<file path="src/rtl/rpsc_fault_annunciator.sv">
// First-fault annunciator for the fault latch cards: synchronizes the latched-alarm lines, captures
// the first fault, counts live faults and runs an acknowledged, verified reset of the latch cards.
module rpsc_fault_annunciator #(
  parameter int unsigned N_FF          = 48,
  parameter int unsigned RST_PULSE     = 16,
  parameter int unsigned VERIFY_CYCLES = 8
) (
  input  logic                         clk,
  input  logic                         reset,
  input  logic [N_FF-1:0]              i_ff_la,
  input  logic                         i_ack_req,
  output logic                         o_ff_reset,
  output logic                         o_any_fault,
  output logic [$clog2(N_FF+1)-1:0]    o_fault_count,
  output logic                         o_first_valid,
  output logic [$clog2(N_FF)-1:0]      o_first_idx,
  output logic                         o_busy,
  output logic                         o_clear_fail
);

  localparam int unsigned CntW = $clog2(N_FF + 1);
  localparam int unsigned IdxW = $clog2(N_FF);

  typedef enum logic [2:0] {
    StIdle,
    StFault,
    StPulse,
    StVerify,
    StFail
  } state_e;

  // Input synchronizers
  logic [N_FF-1:0] la_meta_q, la_s_q;
  logic            ack_meta_q, ack_s_q, ack_prev_q;
  logic            ack_edge;

  always_ff @(posedge clk or negedge reset) begin
    if (!reset) begin
      la_meta_q  <= '0;
      la_s_q     <= '0;
      ack_meta_q <= 1'b0;
      ack_s_q    <= 1'b0;
      ack_prev_q <= 1'b0;
    end else begin
      la_meta_q  <= i_ff_la;
      la_s_q     <= la_meta_q;
      ack_meta_q <= i_ack_req;
      ack_s_q    <= ack_meta_q;
      ack_prev_q <= ack_s_q;
    end
  end

  assign ack_edge = ack_s_q & ~ack_prev_q;

  // Live fault status
  logic            la_any;
  logic [CntW-1:0] la_count;
  logic [IdxW-1:0] low_idx;

  assign la_any = |la_s_q;

  always_comb begin
    la_count = '0;
    for (int i = 0; i < N_FF; i++) begin
      la_count = la_count + CntW'(la_s_q[i]);
    end
  end

  // Scanning from the top leaves the lowest set index in low_idx.
  always_comb begin
    low_idx = '0;
    for (int i = N_FF - 1; i >= 0; i--) begin
      if (la_s_q[i]) begin
        low_idx = IdxW'(i);
      end
    end
  end

  logic            any_q;
  logic [CntW-1:0] count_q;

  always_ff @(posedge clk or negedge reset) begin
    if (!reset) begin
      any_q   <= 1'b0;
      count_q <= '0;
    end else begin
      any_q   <= la_any;
      count_q <= la_count;
    end
  end

  // Sequencer
  state_e          state_q, state_d;
  logic [7:0]      cnt_q, cnt_d;
  logic            first_valid_q, first_valid_d;
  logic [IdxW-1:0] first_idx_q, first_idx_d;
  logic            clear_fail_q, clear_fail_d;

  always_ff @(posedge clk or negedge reset) begin
    if (!reset) begin
      state_q       <= StIdle;
      cnt_q         <= '0;
      first_valid_q <= 1'b0;
      first_idx_q   <= '0;
      clear_fail_q  <= 1'b0;
    end else begin
      state_q       <= state_d;
      cnt_q         <= cnt_d;
      first_valid_q <= first_valid_d;
      first_idx_q   <= first_idx_d;
      clear_fail_q  <= clear_fail_d;
    end
  end

  always_comb begin
    state_d       = state_q;
    cnt_d         = cnt_q;
    first_valid_d = first_valid_q;
    first_idx_d   = first_idx_q;
    clear_fail_d  = clear_fail_q;

    unique case (state_q)
      StIdle: begin
        if (la_any) begin
          first_valid_d = 1'b1;
          first_idx_d   = low_idx;
          state_d       = StFault;
        end
      end

      StFault: begin
        if (ack_edge) begin
          cnt_d   = 8'(RST_PULSE);
          state_d = StPulse;
        end
      end

      // Leaving on cnt_q == 1 keeps the state for exactly RST_PULSE cycles.
      StPulse: begin
        cnt_d = cnt_q - 8'd1;
        if (cnt_q <= 8'd1) begin
          cnt_d   = 8'(VERIFY_CYCLES);
          state_d = StVerify;
        end
      end

      StVerify: begin
        cnt_d = cnt_q - 8'd1;
        if (cnt_q <= 8'd1) begin
          cnt_d = '0;
          if (la_any) begin
            clear_fail_d = 1'b1;
            state_d      = StFail;
          end else begin
            first_valid_d = 1'b0;
            first_idx_d   = '0;
            clear_fail_d  = 1'b0;
            state_d       = StIdle;
          end
        end
      end

      // An external clear takes priority over a fresh acknowledge.
      StFail: begin
        if (!la_any) begin
          first_valid_d = 1'b0;
          first_idx_d   = '0;
          clear_fail_d  = 1'b0;
          state_d       = StIdle;
        end else if (ack_edge) begin
          cnt_d   = 8'(RST_PULSE);
          state_d = StPulse;
        end
      end

      default: begin
        state_d = StIdle;
      end
    endcase
  end

  // Decoded straight from the state register so an asynchronous reset drops the pulse at once.
  assign o_ff_reset    = (state_q == StPulse);
  assign o_busy        = (state_q == StPulse) || (state_q == StVerify);
  assign o_any_fault   = any_q;
  assign o_fault_count = count_q;
  assign o_first_valid = first_valid_q;
  assign o_first_idx   = first_idx_q;
  assign o_clear_fail  = clear_fail_q;

endmodule

</file>
<file path="config.mk">
export PLATFORM = sky130hd
export DESIGN_NAME = rpsc_fault_annunciator
export DESIGN_NICKNAME = d
export VERILOG_FILES = /design/src/rtl/rpsc_fault_annunciator.sv
export SDC_FILE = /design/constraint.sdc
export NUM_CORES = 1
export LEC_CHECK = 0
export CORE_ASPECT_RATIO = 1.25
export CORE_MARGIN = 5
export CORE_UTILIZATION = 45
export DETAILED_ROUTE_END_ITERATION = 12
export MAX_ROUTING_LAYER = met4
export PLACE_DENSITY_LB_ADDON = 0.1
export SKIP_CTS_REPAIR_TIMING = 1
export SYNTH_ARGS = -nofsm -noshare
export SYNTH_HDL_FRONTEND = slang
export SYNTH_SLANG_ARGS = --single-unit
</file>
<file path="constraint.sdc">
create_clock -name clk -period 9.4 [get_ports clk]
set_input_delay 1.88 -clock clk [delete_from_list [all_inputs] [get_ports clk]]
set_output_delay 1.88 -clock clk [all_outputs]
set_load 0.03 [all_outputs]
</file>
==> results of run 1 <==
## sequential cells by signal, summed over array words and instances (netlist names)
signal	flops
ack_prev_q	1
cnt_q	8
state_q	3
la_s_q	48
o_first_idx	6
ack_meta_q	1
la_meta_q	48
o_fault_count	6
ack_s_q	1
o_clear_fail	1
o_any_fault	1
o_first_valid	1
## worst max-delay path: cells and delay by family, from the launching register on
family / cells / cell delay (ns)
flops: 1 / 0.42
compound gates: 3 / 0.56
simple gates: 2 / 0.14
fa+ha+maj: 8 / 3.73
buf+inv: 6 / 0.36
## power by group through the flow
stage | Sequential [W] | Combinational (W) | Clock (W)
after floorplan | 0.000700 | 0.000826 | 0
after global placement | 0.000683 | 0.00106 | 0
after detailed placement | 0.000684 | 0.00110 | 0
after CTS | 0.000675 | 0.00115 | 0.000703
after global routing | 0.000684 | 0.00129 | 0.000731
final | 0.000674 | 0.00112 | 0.000688
## placed cells by master (no fill, tap or decap), types with 2 or more instances in the layout
| master | synthesis | routed |
|---|---|---|
| dfrtp_1 | 125 | 125 |
| inv_1 | 71 | 71 |
| clkdlybuf4s50_1 | 0 | 66 |
| fa_1 | 39 | 39 |
| nor2_1 | 30 | 30 |
| o21ai_0 | 20 | 20 |
| a21oi_1 | 19 | 19 |
| clkbuf_16 | 0 | 17 |
| nand2_1 | 13 | 13 |
| ha_1 | 13 | 13 |
| nor4_1 | 11 | 11 |
| nor3_1 | 9 | 9 |
| nand2b_1 | 7 | 7 |
| or4_1 | 7 | 7 |
| o31ai_1 | 6 | 6 |
| nand3_1 | 6 | 6 |
| a211oi_1 | 6 | 6 |
| nor2b_1 | 4 | 4 |
| o211ai_1 | 4 | 4 |
| bufinv_16 | 0 | 4 |
| clkinv_4 | 0 | 4 |
| xnor2_1 | 3 | 3 |
| a21o_1 | 3 | 3 |
| or3_1 | 3 | 3 |
| o311a_1 | 3 | 3 |
| inv_2 | 2 | 2 |
| or4_4 | 2 | 2 |
| and4_1 | 2 | 2 |
| nand4_1 | 2 | 2 |
| a2111oi_0 | 2 | 2 |
| o31a_1 | 2 | 2 |
| o41ai_2 | 2 | 2 |
| clkbuf_1 | 3 | 2 |
| inv_6 | 0 | 2 |
| buf_4 | 1 | 2 |
## worst min path at each step
stage	from	end	slack [ns]	cells after the start
4_1_cts	la_meta_q[29]	la_s_q[29]	0.35	0
2_1_floorplan	ack_meta_q	ack_s_q	0.33	0
6_report	la_meta_q[27]	la_s_q[27]	0.35	0
5_1_grt	la_meta_q[27]	la_s_q[27]	0.35	0
3_3_place_gp	la_meta_q[31]	la_s_q[31]	0.33	0
3_5_place_dp	la_meta_q[27]	la_s_q[27]	0.33	0
## cell type report
type | count | area [sq um] | share of cell area
Timing Repair Buffer | 68 | 676 | 0.0969
Clock inverter | 12 | 185 | 0.0266
Tap cell | 164 | 205 | 0.0294
Sequential cell | 125 | 3130 | 0.449
Inverter | 73 | 274 | 0.0393
Multi-Input combinational cell | 234 | 2060 | 0.295
Clock buffer | 20 | 447 | 0.0641
## layer usage
| layer | wire length [microns] | part of all wire | GRT usage | vias up |
|---|---|---|---|---|
| li1 | - | - | - | 1629 |
| met1 | 4290 | 0.39 | 0.191 | 1783 |
| met2 | 6070 | 0.56 | 0.300 | 70 |
| met3 | 383 | 0.035 | 0.0446 | 16 |
| met4 | 181 | 0.017 | 0.0568 | 0 |
| met5 | 0 | 0 | - | - |
## cells by family after synthesis
logic type               count (synthesis)
AO/OA/AOI/OAI                           78
adder cells (fa/ha/maj)                 52
flip-flops                             125
multiplexers                             1
XOR/XNOR                                 3
buffers and inverters                   79
AND/OR/NAND/NOR                        100
## per-stage QoR
stage | power (W) | util | hold WS [ns]
after floorplan | 0.00153 | - | 0.331
after global placement | 0.00175 | 0.526 | 0.332
after detailed placement | 0.00179 | 0.526 | 0.335
after CTS | 0.00252 | 0.579 | 0.346
after global routing | 0.00270 | 0.579 | 0.350
final | 0.00248 | 0.579 | 0.346
==> out/qor_table.md, run 1 <==
| Item | Value |
|:---|:---|
| Run status | complete, no violations |
| Syn_nets | 541 |
| Most numerous cell types in the synthesized netlist | dfrtp_1, inv_1, fa_1, nor2_1, o21ai_0 |
| Max_cap viols | 0 |
| Global-route wire length before repair | 18500 microns |
| Count of fill cells added during filler insertion | 1028 |
| Number of core rows | 45 |
| Mean Syn Cell Area | 12.5 sq um |
| Effective utilization at floorplan | 0.456 |
| #FFs+latches synth | 125 |
| Crit Reg-Reg Endpoint | o_fault_count[5] |
| Sequential fraction of design power | 0.272 |
| Data arrival time at the worst-slack endpoint | 5.61 ns |
| Synth warnings | 0 |
| Largest area contributor in the netlist | dfrtp_1 |
| Most numerous cell in the Yosys netlist | dfrtp_1 |
| Critical path cell sequence | fa_1 > inv_1 > fa_1 > inv_1 > fa_1 > inv_1 > fa_1 > inv_1 > fa_1 > inv_1 > fa_1 > fa_1 > inv_1 > ha_1 > a21o_1 > a21oi_1 > nor2b_1 > o21ai_0 > nand2b_1 |
| Longest individual stage delay on the worst path | 0.61 ns |
| Smallest setup slack after layout | 4.07 ns |
| Aggregate routed wire length | 10900 microns |
| Cell repeated most along the worst path | fa_1 |
| Average wire length per cell after detail routing | 15.7 microns |
| Source-to-sink clock delay at the later pin of the worst-skew pair | 0.40 ns |
| Antenna diode count | 0 |
| Sw Pwr | 0.000882 W |
| Worst setup path category | flop to flop |
| Fraction of final layout cells sized beyond drive strength 1 | 0.0789 |
| Post-route setup TNS | 0 ns |
| Total via count in the routed design | 3498 |
| Predominant post-synthesis flop cell | dfrtp_1 |
| Internal power | 0.00160 W |
| Max Slew Vio Count | 0 |
| Total count of hold-check failures in the final report | 0 |
| Share of the synthesized netlist area taken by xor and xnor gates | 0.00478 |
| Top fanout value on the critical path | 4 |
| Largest vdd supply drop | 0.326 mV |
| Class of the most critical hold timing path | flop to flop |
| Switching part of the total | 0.356 |
| Share of synthesized area spent on multiplexers | 0.00182 |
| Number of cells in the finished layout apart from fillers | 696 |
| Cell count of the worst reg-to-reg path | 19 |
| Count of cell types in the netlist | 48 |
| Share of flip-flops with an asynchronous set or reset after synthesis | 1.00 |
| Combinational Power Share | 0.451 |
| Synthesized-area fraction occupied by ao, oa, aoi and oai cells | 0.0977 |
| Maximum clock rate | 188 MHz |
| Worst slew slack as a fraction of its limit | 0.390 |
| Last weighted congestion value of the routability-driven placer | 0.829 |
| Instance count after placement with tap cells included | 664 |
| Via count of the first global-routing pass | 3855 |
| Design area | 6970 sq um |
| Pin slew with the least headroom to its limit | 0.889 ns |
| Final number of setup-violating endpoints | 0 |
| H-tree depth | 4 |
| Setup crit start | la_s_q[41] |
| Fraction of synthesized cell area taken by the top area cell type | 0.569 |
| Nature of the critical path endpoint | flop |
| Full die area | 14500 sq um |
| Buffers added on ports | 67 |
| Reg2Reg Setup Slack | 4.07 ns |
| Grt ovf | 0 |
| Number of enable-type register cells in the synthesized netlist | 0 |
| Combinational family with the most area after synthesis | adder cells |
| Adder and majority gate portion of the synthesized area | 0.172 |
| Leading cell types by total area after synthesis | dfrtp_1, fa_1, inv_1 |
| Critical Path End | o_fault_count[5] |
| Final critical delay including setup and external delays | 5.33 ns |
| Cell area after synthesis | 5490 sq um |
| Simple-gate portion of the synthesized area | 0.0984 |
| Global-route total usage across every layer | 0.172 |
| Die extent in y | 134 microns |
| Clk Tree Root Cell | clkbuf_16 |
| DIE WIDTH | 109 microns |
| Leakage | 3.12 nW |
| Mean number of vias per cell | 5.03 |
| Maximum number of pins on one net before global-route repair | 70 |
| Router iterations before antenna repair | 4 |
| Slowest cell on crit path | fa_1 |
| Clock tree skew after final layout | 0.00690 ns |
| CTS clock-pin slew for the worst setup and hold paths | 0.06 ns |
| Type of origin of the critical path | flop |
| Post-layout nets | 622 |
| CTS tree | done |
| Placeable core region | 12000 sq um |
| Setup repair after global routing missed its margin | false |
| Post-synthesis sequential area ratio | 0.569 |
| Count of routing violations after the opening detailed-route iteration | 122 |
| Area overhead of the layout relative to synthesis | 26.9% |
| I/O pins | 68 |
| Power per standard cell area | 356 nW/um^2 |
| Syn Inst Count | 438 |
| TritonCTS Buffers | 17 |
| Antenna viol nets, final | 0 |
| Share of the clock period used by the worst path after layout | 0.566 |
| Cell Area, Placed | 6340 sq um |
| Maximum buffer depth of the clock tree | 2 |
| Detailed placement HPWL | 8250 microns |
| DRC violations left | 0 |
| Clk pwr share | 0.277 |
| Setup slack at placement | 4.08 ns |
| TritonCTS sink count | 125 |
| Launch point of the worst reg-to-reg path | la_s_q[41] |
| Number of antenna violations at the first check in global routing | 0 |
| Data required time of the critical path | 9.68 ns |
No activity file was read; power rests on OpenSTA's default activity.
==> run 2: changes to the inputs <==
clock period = 5.4 ns   (was 9.4 ns; I/O delays follow)
==> run 2 against run 1 <==
Clock-buffer cell count is 3 higher. Critical path type unchanged. Combinational power increased by 91%. Largest power group unchanged. Utilization decreased by 0.18 points. Non-clock buffer count increased by 2. Final cell count is 0.29% higher. Sequential share of layout area up 0.17 points. Design area fell by 0.31%. Via count fell by 0.43%. Critical path depth rose by 1. Maximum frequency rose by 2.5%. First-iteration DRC count down 11%.
==> out/qor_table.md, run 2 (same netlist as run 1, synthesis figures left out) <==
| Item | Value | vs previous |
|:---|:---|:---|
| Run status | complete, no violations |  |
| Aggregate routed wire length | 11000 microns | +0.33% |
| Via count of the first global-routing pass | 3803 | -1.3% |
| Most common cell after layout, fill and taps aside | dfrtp_1 |  |
| Smallest setup slack after layout | 0.206 ns | -3.87 ns |
| Number of buffers and inverters on the critical path | 8 | +2 |
| Antenna viol nets, final | 0 | unchanged |
| Number of antenna violations at the first check in global routing | 0 | unchanged |
| Crit Reg-Reg Endpoint | o_fault_count[4] |  |
| Placeable core region | 12000 sq um | unchanged |
| Full die area | 14500 sq um | unchanged |
| Clk Tree Root Cell | clkbuf_16 |  |
| Source-to-sink clock delay at the later pin of the worst-skew pair | 0.41 ns | about the same |
| Router iterations before antenna repair | 5 | +1 |
| Pin slew with the least headroom to its limit | 1.02 ns | +0.132 ns |
| Post-layout nets | 624 | +0.32% |
| Slowest cell on crit path | fa_1 |  |
| Effective utilization at floorplan | 0.456 | unchanged |
| DRC violations left | 0 | unchanged |
| Max_cap viols | 0 | unchanged |
| Number of cells in the finished layout apart from fillers | 698 | +0.29% |
| Data required time of the critical path | 5.69 ns | -3.99 ns |
| Mean number of vias per cell | 4.99 | -0.71% |
| Share of the clock period used by the worst path after layout | 0.962 | +0.395 |
| Final critical delay including setup and external delays | 5.19 ns | -0.131 ns |
| TritonCTS Buffers | 17 | unchanged |
| Detailed placement HPWL | 8350 microns | +1.3% |
| Maximum number of pins on one net before global-route repair | 86 | +23% |
| Reg2Reg Setup Slack | 0.21 ns | -3.87 ns |
| Number of core rows | 45 | unchanged |
| Maximum buffer depth of the clock tree | 2 | unchanged |
| I/O pins | 68 | unchanged |
| Type of origin of the critical path | flop |  |
| Buffers added on ports | 67 | unchanged |
| Cell Area, Placed | 6340 sq um | unchanged |
| Leakage | 3.08 nW | -1.1% |
| Cell repeated most along the worst path | fa_1 |  |
| Fraction of final layout cells sized beyond drive strength 1 | 0.0918 | +0.0128 |
| Number of instances on the worst hold path | 0 | unchanged |
| Total via count in the routed design | 3483 | -0.43% |
| Worst setup path category | flop to flop |  |
| Global-route total usage across every layer | 0.172 | about the same |
| Count of fill cells added during filler insertion | 1025 | -0.29% |
| Antenna diode count | 0 | unchanged |
| Die extent in y | 134 microns | unchanged |
| Count of routing violations after the opening detailed-route iteration | 109 | -11% |
| Post-route setup TNS | 0 ns | unchanged |
| Critical path cell sequence | fa_1 > inv_1 > fa_1 > inv_1 > fa_1 > inv_1 > fa_1 > inv_1 > fa_1 > fa_1 > inv_1 > fa_1 > inv_1 > ha_4 > inv_2 > fa_2 > inv_2 > a21o_1 > a21oi_2 > xnor2_1 |  |
| Grt ovf | 0 | unchanged |
| Family with the most delay on the worst path | adder cells |  |
| Max Slew Vio Count | 0 | unchanged |
| H-tree depth | 4 | unchanged |
| Setup crit start | la_s_q[43] |  |
| Launch point of the worst reg-to-reg path | la_s_q[43] |  |
| Maximum clock rate | 193 MHz | +2.5% |
| Critical Path End | o_fault_count[4] |  |
| Leading cell types in the layout, fill and taps excluded | dfrtp_1, inv_1, clkdlybuf4s50_1 |  |
| DIE WIDTH | 109 microns | unchanged |
| Last weighted congestion value of the routability-driven placer | 0.822 | -0.84% |
| Area overhead of the layout relative to synthesis | 26.5% |  |
| Setup slack at placement | 0.0989 ns | -3.99 ns |
| Final number of setup-violating endpoints | 0 | unchanged |
| Top flop regs | la_meta_q (48), la_s_q (48), cnt_q (8) |  |
| TritonCTS sink count | 125 | unchanged |
| Average wire length per cell after detail routing | 15.7 microns | about the same |
| CTS clock-pin slew for the worst setup and hold paths | 0.05 ns | about the same |
| Cell count of the worst reg-to-reg path | 20 | +1 |
| Data arrival time at the worst-slack endpoint | 5.48 ns | -0.13 ns |
| Largest vdd supply drop | 0.478 mV | +47% |
| Power per standard cell area | 633 nW/um^2 | +78% |
| Clock tree skew after final layout | 0.0108 ns | +0.00394 ns |
| Instance count after placement with tap cells included | 664 | unchanged |
| Total count of hold-check failures in the final report | 0 | unchanged |
| Worst slew slack as a fraction of its limit | 0.319 | -0.0708 |
| Class of the most critical hold timing path | flop to flop |  |
| Stages on worst setup path | 20 | +1 |
| Design area | 6950 sq um | -0.31% |
| Global-route wire length before repair | 18700 microns | +0.97% |
| CTS tree | done |  |
| Nature of the critical path endpoint | flop |  |
| Top fanout value on the critical path | 4 | unchanged |
| Longest individual stage delay on the worst path | 0.54 ns | -0.07 ns |
==> run 2: cell types whose count changed in the layout (fill, tap and decap cells not counted), moves of 2 or more <==
cell / change
clkinvlp_4: +3
clkbuf_1: +3
a21oi_1: -2
a21oi_2: +2
bufinv_16: -2
dfrtp_2: +2
dfrtp_1: -2
buf_4: +2
inv_1: -2
clkinv_4: -3
inv_2: +2
==> run 2: layout make-up <==
| type | instances | area (sq um) | share of cell area |
|---|---|---|---|
| well taps | 164 | 205 | 0.0295 |
| repair buffers | 70 | 691 | 0.0994 |
| clock inverters | 9 | 113 | 0.0162 |
| flip-flops and latches | 125 | 3130 | 0.450 |
| multi-input cells | 234 | 2080 | 0.299 |
| clock buffers | 23 | 458 | 0.0659 |
| inverters | 73 | 274 | 0.0394 |
==> run 2: layer usage <==
metal | part of all wire | track usage
met5 | 0 | -
met4 | 0.011 | 0.0575
met3 | 0.035 | 0.0441
met2 | 0.56 | 0.296
met1 | 0.39 | 0.195
==> run 2: where the power goes <==
group,leakage (nW),internal [W],switching (W)
Combinational,1.35,0.00104,0.00110
Sequential,1.47,0.00108,0.0000943
Clock,0.264,0.000692,0.000391
Total,3.08,0.00282,0.00159
==> run 2: how the worst min path moves through the flow <==
stage / startpoint / end / slack (ns)
after global routing: la_meta_q[42] / la_s_q[42] / 0.35
after floorplan: ack_meta_q / ack_s_q / 0.33
after detailed placement: la_meta_q[13] / la_s_q[13] / 0.33
after global placement: la_meta_q[31] / la_s_q[31] / 0.33
final: la_meta_q[31] / la_s_q[31] / 0.34
after CTS: la_meta_q[29] / la_s_q[29] / 0.35
==> run 2: per-stage QoR <==
step                      power (W)   util  hold slack [ns]
after floorplan             0.00266      -            0.331
after global placement      0.00304  0.526            0.332
after detailed placement    0.00312  0.526            0.335
after CTS                   0.00424  0.574            0.347
after global routing        0.00479  0.577            0.348
final                       0.00440  0.577            0.345
